===== src/rtl/mac_lane_array.sv =====
`default_nettype none
// ============================================================================
// Module      : mac_lane_array
// Description : Pipelined multi-lane multiply-accumulate unit. Each accepted
//               beat carries LANES unsigned-activation x signed-weight pairs.
//               The products are summed across lanes and accumulated over a
//               group of beats closed by in_last. The group total is rounded,
//               arithmetically shifted right by a runtime scale, saturated and
//               presented on a valid/ready output.
// Revision    : 1.0 - initial release
// ============================================================================
module mac_lane_array #(
  parameter int LANES       = 4,
  parameter int A_WIDTH     = 8,
  parameter int B_WIDTH     = 8,
  parameter int ACC_WIDTH   = 32,
  parameter int OUT_WIDTH   = 16,
  parameter int SCALE_WIDTH = 5
) (
  input  logic                         clk,
  input  logic                         arst,
  input  logic                         in_valid,
  output logic                         in_ready,
  input  logic                         in_last,
  input  logic [LANES*A_WIDTH-1:0]     a,
  input  logic [LANES*B_WIDTH-1:0]     b,
  input  logic [SCALE_WIDTH-1:0]       scale,
  output logic                         out_valid,
  input  logic                         out_ready,
  output logic signed [OUT_WIDTH-1:0]  out,
  output logic                         out_sat
);

  // Exact width of one lane product: (A_WIDTH+1)-bit signed x B_WIDTH signed.
  localparam int PROD_W = A_WIDTH + B_WIDTH + 1;
  // One guard bit so that adding the rounding constant can never overflow.
  localparam int EXT_W  = ACC_WIDTH + 1;

  localparam logic signed [EXT_W-1:0] SAT_MAX =
    {{(EXT_W-OUT_WIDTH+1){1'b0}}, {(OUT_WIDTH-1){1'b1}}};
  localparam logic signed [EXT_W-1:0] SAT_MIN =
    {{(EXT_W-OUT_WIDTH+1){1'b1}}, {(OUT_WIDTH-1){1'b0}}};

  logic stall;
  logic accept;

  // Lane products, sign-extended to accumulator width
  logic signed [ACC_WIDTH-1:0] lane_prod [LANES];

  // P1 stage
  logic                        p1_valid;
  logic                        p1_last;
  logic [SCALE_WIDTH-1:0]      p1_scale;
  logic signed [ACC_WIDTH-1:0] p1_prod [LANES];

  // P2 stage
  logic                        p2_valid;
  logic                        p2_last;
  logic [SCALE_WIDTH-1:0]      p2_scale;
  logic signed [ACC_WIDTH-1:0] p2_sum;

  // Accumulator and result path
  logic signed [ACC_WIDTH-1:0] acc;
  logic signed [ACC_WIDTH-1:0] lane_sum;
  logic signed [ACC_WIDTH-1:0] total;
  logic signed [EXT_W-1:0]     ext;
  logic signed [EXT_W-1:0]     rnd;
  logic signed [EXT_W-1:0]     shifted;
  logic signed [OUT_WIDTH-1:0] sat_val;
  logic                        sat_flag;

  // A pending result that downstream refuses freezes the whole pipeline.
  assign stall    = out_valid & ~out_ready;
  assign in_ready = ~stall;
  assign accept   = in_valid & in_ready;

  generate
    for (genvar i = 0; i < LANES; i++) begin : g_lane
      logic signed [A_WIDTH:0]   a_s;
      logic signed [B_WIDTH-1:0] b_s;
      logic signed [PROD_W-1:0]  prod;

      // Activation gets a zero sign bit so it multiplies as a signed value.
      assign a_s  = {1'b0, a[i*A_WIDTH +: A_WIDTH]};
      assign b_s  = b[i*B_WIDTH +: B_WIDTH];
      assign prod = PROD_W'(a_s) * PROD_W'(b_s);
      assign lane_prod[i] = ACC_WIDTH'(prod);
    end
  endgenerate

  // P1: capture lane products and beat sideband on accepted beats
  always_ff @(posedge clk or posedge arst) begin
    if (arst) begin
      p1_valid <= 1'b0;
      p1_last  <= 1'b0;
      p1_scale <= '0;
      for (int i = 0; i < LANES; i++) p1_prod[i] <= '0;
    end else if (!stall) begin
      p1_valid <= accept;
      if (accept) begin
        p1_last  <= in_last;
        p1_scale <= scale;
        for (int i = 0; i < LANES; i++) p1_prod[i] <= lane_prod[i];
      end
    end
  end

  // Cross-lane sum of the registered products
  always_comb begin
    lane_sum = '0;
    for (int i = 0; i < LANES; i++) lane_sum = lane_sum + p1_prod[i];
  end

  // P2: register the lane sum with its sideband
  always_ff @(posedge clk or posedge arst) begin
    if (arst) begin
      p2_valid <= 1'b0;
      p2_last  <= 1'b0;
      p2_scale <= '0;
      p2_sum   <= '0;
    end else if (!stall) begin
      p2_valid <= p1_valid;
      if (p1_valid) begin
        p2_last  <= p1_last;
        p2_scale <= p1_scale;
        p2_sum   <= lane_sum;
      end
    end
  end

  // Group total, rounding shift (half toward +inf) and output clamp
  always_comb begin
    total    = acc + p2_sum;
    ext      = {total[ACC_WIDTH-1], total};
    rnd      = EXT_W'(1) << (p2_scale - SCALE_WIDTH'(1));
    shifted  = ext;
    sat_flag = 1'b0;
    sat_val  = '0;
    if (p2_scale != '0) shifted = (ext + rnd) >>> p2_scale;
    if (shifted > SAT_MAX) begin
      sat_val  = SAT_MAX[OUT_WIDTH-1:0];
      sat_flag = 1'b1;
    end else if (shifted < SAT_MIN) begin
      sat_val  = SAT_MIN[OUT_WIDTH-1:0];
      sat_flag = 1'b1;
    end else begin
      sat_val  = shifted[OUT_WIDTH-1:0];
    end
  end

  // Accumulate; on the last beat clear acc and load the output register
  always_ff @(posedge clk or posedge arst) begin
    if (arst) begin
      acc       <= '0;
      out_valid <= 1'b0;
      out       <= '0;
      out_sat   <= 1'b0;
    end else if (!stall) begin
      // Not stalled means any held result is being consumed this edge.
      out_valid <= 1'b0;
      if (p2_valid) begin
        if (p2_last) begin
          acc       <= '0;
          out       <= sat_val;
          out_sat   <= sat_flag;
          out_valid <= 1'b1;
        end else begin
          acc <= total;
        end
      end
    end
  end

endmodule
`default_nettype wire


===== config.mk =====
export PLATFORM = sky130hd
export DESIGN_NAME = mac_lane_array
export DESIGN_NICKNAME = d
export VERILOG_FILES = /design/src/rtl/mac_lane_array.sv
export SDC_FILE = /design/constraint.sdc
export NUM_CORES = 1
export LEC_CHECK = 0
export ABC_AREA = 1
export BUFFER_PORTS_ARGS = -buffer_cell sky130_fd_sc_hd__buf_2
export CELL_PAD_IN_SITES_DETAIL_PLACEMENT = 0
export CELL_PAD_IN_SITES_GLOBAL_PLACEMENT = 2
export CORE_AREA = 2 2 310 251
export DETAILED_ROUTE_END_ITERATION = 8
export DIE_AREA = 0 0 312 253
export PLACE_DENSITY_LB_ADDON = 0.2
export SLEW_MARGIN = 20
export SYNTH_ARGS = -nofsm -noshare
export SYNTH_HDL_FRONTEND = slang
export SYNTH_SLANG_ARGS = --single-unit

===== constraint.sdc =====
create_clock -name clk -period 5.14 [get_ports clk]
set_input_delay 0.771 -clock clk [delete_from_list [all_inputs] [get_ports clk]]
set_output_delay 0.771 -clock clk [all_outputs]
set_load 0.01 [all_outputs]

## Word-level counts from Yosys, hierarchy flattened

Cells that the tools add are included.

- Add/sub/neg operators: 6
- Multipliers: 4
- $lt $le $gt $ge: 2
- Shift operators: 2
- Muxes and demuxes: 8
- Bitwise logic cells: 4
- Reductions and logical operators: 5

Operators with widths:

| operator | number |
|---|---|
| 9-bit by 8-bit multiplier with 17-bit output | 4 |
| 32-bit by 33-bit adder with 33-bit output | 1 |
| 33-bit by 16-bit > comparator with 1-bit output, second input constant | 1 |
| 33-bit by 16-bit < comparator with 1-bit output, second input constant | 1 |
| 33-bit 2-to-1 mux | 1 |
| 1-bit by 5-bit << shifter with 33-bit output, first input constant | 1 |
| 33-bit by 5-bit >>> shifter with 33-bit output | 1 |
| 32-bit adder | 1 |
| 16-bit 2-to-1 mux | 2 |
| 32-bit 2-to-1 mux | 1 |
| 19-bit by 17-bit adder with 20-bit output | 1 |
| 18-bit by 17-bit adder with 19-bit output | 1 |
| 17-bit by 17-bit adder with 18-bit output | 1 |
| 2-bit AND reduction | 3 |
| 5-bit nonzero test | 1 |
| 5-bit by 1-bit subtractor with 5-bit output, second input constant | 1 |
| 1-bit 2-to-1 mux | 4 |
| 3-bit AND reduction | 1 |
| 1-bit AND | 2 |
| 1-bit inverter | 2 |

- Register bits after elaboration: 164
- Output and inout bits: 19
- Word-level logic and storage cells: 46

## Logic depth before layout (Yosys ltp)

- Word-level depth: 8
- Depth in mapped cells: 42
- Depth with buffers taken out: 41

## Worst setup path before layout

Ideal clock, no wire load.

- Path type: in2reg
- Start: in a[8]
- End: reg p1_prod[80] (netlist name)
- Setup time: 0.135 ns
- Data arrival time: 5.210 ns
- Slack: -0.206 ns
- Stages on the path: 24
- Path buffers: 1
- Path through: clkbuf_1 or2_2 fa_1 fa_1 inv_1 fa_1 fa_1 ha_1 a21oi_1 nor2_1 o21ai_0 nand2_1 nand2_1 inv_1 or2_2 a21oi_1 nor2_1 nor2_1 o21bai_1 nand2_1 nand2_1 a21oi_1 xor2_1 o21ai_0

- Word-level cells in the longest chain between the ends: 1

RTL lines:

| what | line | source |
|---|---|---|
| start, declared | 25 | `input logic [LANES*A_WIDTH-1:0] a,` |
| 9-bit by 8-bit multiplier with 17-bit output | 86 | `assign prod = PROD_W'(a_s) * PROD_W'(b_s);` |

No other way between the ends.
A chain may end at the register's enable or synchronous reset.

## Final worst setup path

- Start: reg acc[0]
- End: reg out[2]

- Word-level cells in the longest chain between the ends: 7

RTL lines:

| what | line | source |
|---|---|---|
| start, declared | 63 | `logic signed [ACC_WIDTH-1:0] acc;` |
| start signal, assigned | 168 | `acc <= total;` |
| 32-bit adder (*) | 133 | `total = acc + p2_sum;` |
| 32-bit by 33-bit adder with 33-bit output | 139 | `if (p2_scale != '0) shifted = (ext + rnd) >>> p2_scale;` |
| 33-bit by 5-bit >>> shifter with 33-bit output | 139 |  |
| 33-bit 2-to-1 mux (*) | 139 |  |
| 33-bit by 16-bit < comparator with 1-bit output | 143 | `end else if (shifted < SAT_MIN) begin` |
| 16-bit 2-to-1 mux | 143 |  |
| 16-bit 2-to-1 mux (*) | 140 | `if (shifted > SAT_MAX) begin` |
| end signal, assigned | 164 | `out <= sat_val;` |
| end, declared | 30 | `output logic signed [OUT_WIDTH-1:0] out,` |

Every way passes the cells marked *; elsewhere a longest branch is shown, timed or not.

==> out/metrics.json <==
{
  "place.gp.congestion": {"value": 0.918},
  "io_pins": {"value": 93},
  "core_region_area": {"value": 76100, "unit": "sq um"},
  "root_buffer": {"value": "sky130_fd_sc_hd__clkbuf_16"},
  "groute.usage.overall": {"value": 0.194},
  "worstSkewPairLatency": {"value": 480, "unit": "ps"},
  "timing.max_slew.rel_slack": {"value": 0.387},
  "placement.io_buffers": {"value": 92},
  "synth_unique_cells": {"value": 57},
  "path_delay_family": {"value": "simple AND/OR/NAND/NOR gates"},
  "drive_gt1_frac": {"value": 0.278},
  "synth_fp_nets": {"value": 3791},
  "holdCritPathClass": {"value": "primary input to asynchronous set/reset pin"},
  "clock_tree_from_tritoncts": {"value": "done"},
  "ys_ff_latch": {"value": 152},
  "dpl.hpwl": {"value": 63.1, "unit": "mm"},
  "dp_worst_setup_slack": {"value": -352, "unit": "ps"},
  "final_cell_count_no_fill": {"value": 4766},
  "violations_in_the_final_reports": {"value": "negative setup slack"},
  "initial_core_util": {"value": 0.297},
  "postLayoutSetupSlackWorst": {"value": -91.0, "unit": "ps"},
  "postCtsHoldBufs": {"value": 0},
  "routed-via-count": {"value": 21700},
  "yosysMostFrequentCell": {"value": "sky130_fd_sc_hd__nand2_1"},
  "finalWirelength": {"value": 75.8, "unit": "mm"},
  "synthToLayoutAreaGrowth": {"value": 32.2, "unit": "%"},
  "critical_path_arrival": {"value": 5590, "unit": "ps"},
  "synth_commonest_cells": {"value": "960 x sky130_fd_sc_hd__nand2_1, 614 x sky130_fd_sc_hd__inv_1, 254 x sky130_fd_sc_hd__ha_1"},
  "antennaDiodeCount": {"value": 0},
  "final_hold_viol_count": {"value": 0},
  "cp_num_cells": {"value": 38},
  "first_global_vias": {"value": 21900},
  "timing.critical_path.slowest_stage_cell": {"value": "sky130_fd_sc_hd__dfrtp_1"},
  "fill_cells": {"value": 8173},
  "critical_path_class": {"value": "flop to flop"},
  "synthCells": {"value": 3278},
  "tritoncts.num_buffers": {"value": 17},
  "max-clock-path-buffers": {"value": 2},
  "synth_flop_cell": {"value": "sky130_fd_sc_hd__dfrtp_1"},
  "row_count": {"value": 91},
  "synthesis.area": {"value": 22600, "unit": "sq um"},
  "place.detailed.instances": {"value": 4688},
  "antenna_violating_nets_post_route": {"value": 0},
  "grt_pass1_wl": {"value": 120, "unit": "mm"},
  "fin_crit": {"value": 5230, "unit": "ps"},
  "synth_top_area_cell": {"value": "sky130_fd_sc_hd__dfrtp_1"},
  "setup_repair_after_global_routing_missed_its_margin": {"value": "yes"},
  "path_clk_slew": {"value": 90, "unit": "ps"},
  "crit_buf_inv": {"value": 4},
  "slew_violations": {"value": 0},
  "final_core_util": {"value": 0.393},
  "die-height": {"value": 253, "unit": "um"},
  "post_drt_via_cell_ratio": {"value": 4.56},
  "timing.critical_path.to_type": {"value": "flop"},
  "asyncSetResetFlopFracSynth": {"value": 1.00},
  "cp-start-kind": {"value": "flop"},
  "synth.top_cells.by_area": {"value": "sky130_fd_sc_hd__dfrtp_1 17%, sky130_fd_sc_hd__fa_1 16%, sky130_fd_sc_hd__nand2_1 16%"},
  "antenna_violations_before_repair": {"value": 4},
  "cts-htree-levels": {"value": 4},
  "worst_ep_required_time": {"value": 5500, "unit": "ps"},
  "report.final.setup_viol": {"value": 16},
  "status": {"value": "complete, but fails checks"},
  "worst_slew_pin_slew": {"value": 919, "unit": "ps"},
  "chip_width": {"value": 312, "unit": "um"},
  "synthesis.area_per_instance": {"value": 6.89, "unit": "sq um"},
  "path_common_cell": {"value": "sky130_fd_sc_hd__nand2_2"},
  "cap_viol_max_count": {"value": 0},
  "post_drt_wl_per_cell": {"value": 15.9, "unit": "um"},
  "grt-ovfl-total": {"value": 0},
  "period_share": {"value": 1.02},
  "synth-edff-count": {"value": 0},
  "synthDominantCellAreaShare": {"value": 0.168},
  "floorplan.die_area": {"value": 78900, "unit": "sq um"},
  "detailedRoute.firstIterationViolations": {"value": 1102},
  "numClockSinks": {"value": 152},
  "maximum_operating_frequency": {"value": 191, "unit": "MHz"},
  "synth_sequential_area_ratio": {"value": 0.168},
  "finalClockSkew": {"value": 19.7, "unit": "ps"},
  "drt_pre_antenna_iters": {"value": 5},
  "worst-path-max-fanout": {"value": 5},
  "timing.critical_path.slowest_cell_delay": {"value": 420, "unit": "ps"},
  "final_net_count": {"value": 4243},
  "maximum_number_of_pins_on_one_net_before_global_route_repair": {"value": 85},
  "worstRegToRegCells": {"value": 38},
  "synth.yosys.warnings": {"value": 0},
  "drcViolationCount": {"value": 0}
}
layer usage:
layer / global-route usage / vias up / part of all wire
met5: 0 / - / 0.00049
met4: 0.0408 / 6 / 0.017
met1: 0.276 / 10300 / 0.49
met2: 0.306 / 355 / 0.44
li1: - / 11000 / -
met3: 0.0378 / 56 / 0.048
through the flow:
| step | hold WS (ps) | setup TNS [ps] | area (sq um) |
|---|---|---|---|
| after floorplan | 448 | -0.195 | 22600 |
| after global placement | 468 | -8900 | 27000 |
| after detailed placement | 471 | -8950 | 27000 |
| after CTS | 436 | 0 | 29000 |
| after global routing | 461 | -5630 | 29900 |
| final | 462 | -1060 | 29900 |
worst reg2reg max path, delay by kind of cell (launching register included):
family	cells	cell delay [ps]
and+or+nand+nor	26	2700
adders and majority gates	3	900
AOI/OAI and AO/OA	5	580
buffers and inverters	4	510
DFF	1	420
final timing paths:
path	start	end	slack [ps]
worst min register to register	p1_last	p2_last	490
worst max register to register	acc[0]	out[2]	-90
max in group asynchronous	arst	p2_sum[30]	3600
worst min-delay path	arst	acc[13]	460
min in group clk	p1_last	p2_last	490
worst max-delay path	acc[0]	out[2]	-90
area by class of cell:
type	count	area, sq um	share of cell area
Multi-Input combinational cell	2369	17600	0.590
Clock buffer	17	425	0.0142
Timing Repair Buffer	562	4150	0.139
Clock inverter	15	191	0.00641
Tap cell	1023	1280	0.0429
Inverter	628	2370	0.0795
Sequential cell	152	3800	0.127
repair_timing:
item | in CTS | in global routing
pin swaps | 74 | 147
endpoints found under the setup margin | 16 | 27
resized for setup | 239 | 192
setup buffers | 23 | 22
gates cloned | 1 | 1
state kept, by name (all words and copies together), names as in the netlist:
name,cells
p1_prod,68
p1_last,1
acc,32
p2_valid,1
out_sat,1
p2_scale,5
p1_scale,5
out,16
p2_last,1
p1_valid,1
out_valid,1
p2_sum,20
cell families (layout without fill, tap and decap cells):
group                    after synthesis  count (layout)  synth area share
flip-flops                           152             152             0.168
multiplexers                           8               8           0.00355
adder cells (fa/ha/maj)              439             439             0.305
buffers and inverters                757            1222             0.128
AND/OR/NAND/NOR                     1510            1510             0.280
XOR/XNOR                              72              72            0.0279
AO/OA/AOI/OAI                        340             340            0.0874
cell usage in the layout (no fill, tap or decap), types with 14 or more instances in the layout:
master                      count
sky130_fd_sc_hd__nand2_2      110
sky130_fd_sc_hd__nor2_2        19
sky130_fd_sc_hd__o21ai_0      127
sky130_fd_sc_hd__buf_4        457
sky130_fd_sc_hd__nand2_1      854
sky130_fd_sc_hd__inv_1        587
sky130_fd_sc_hd__nand3_2       93
sky130_fd_sc_hd__ha_1         224
sky130_fd_sc_hd__a21oi_1       72
sky130_fd_sc_hd__o21ai_1       14
sky130_fd_sc_hd__fa_1         181
sky130_fd_sc_hd__inv_2         34
sky130_fd_sc_hd__or2_2         26
sky130_fd_sc_hd__xor2_1        59
sky130_fd_sc_hd__ha_4          30
sky130_fd_sc_hd__nor2_1       189
sky130_fd_sc_hd__a21oi_2       38
sky130_fd_sc_hd__nand2_4       24
sky130_fd_sc_hd__buf_2         85
sky130_fd_sc_hd__o21bai_1      17
sky130_fd_sc_hd__nand3_1      128
sky130_fd_sc_hd__clkbuf_16     18
sky130_fd_sc_hd__dfrtp_1      151
Power is not shown: default switching activity piles up to over one toggle a cycle in this logic, so the estimate is an artifact.
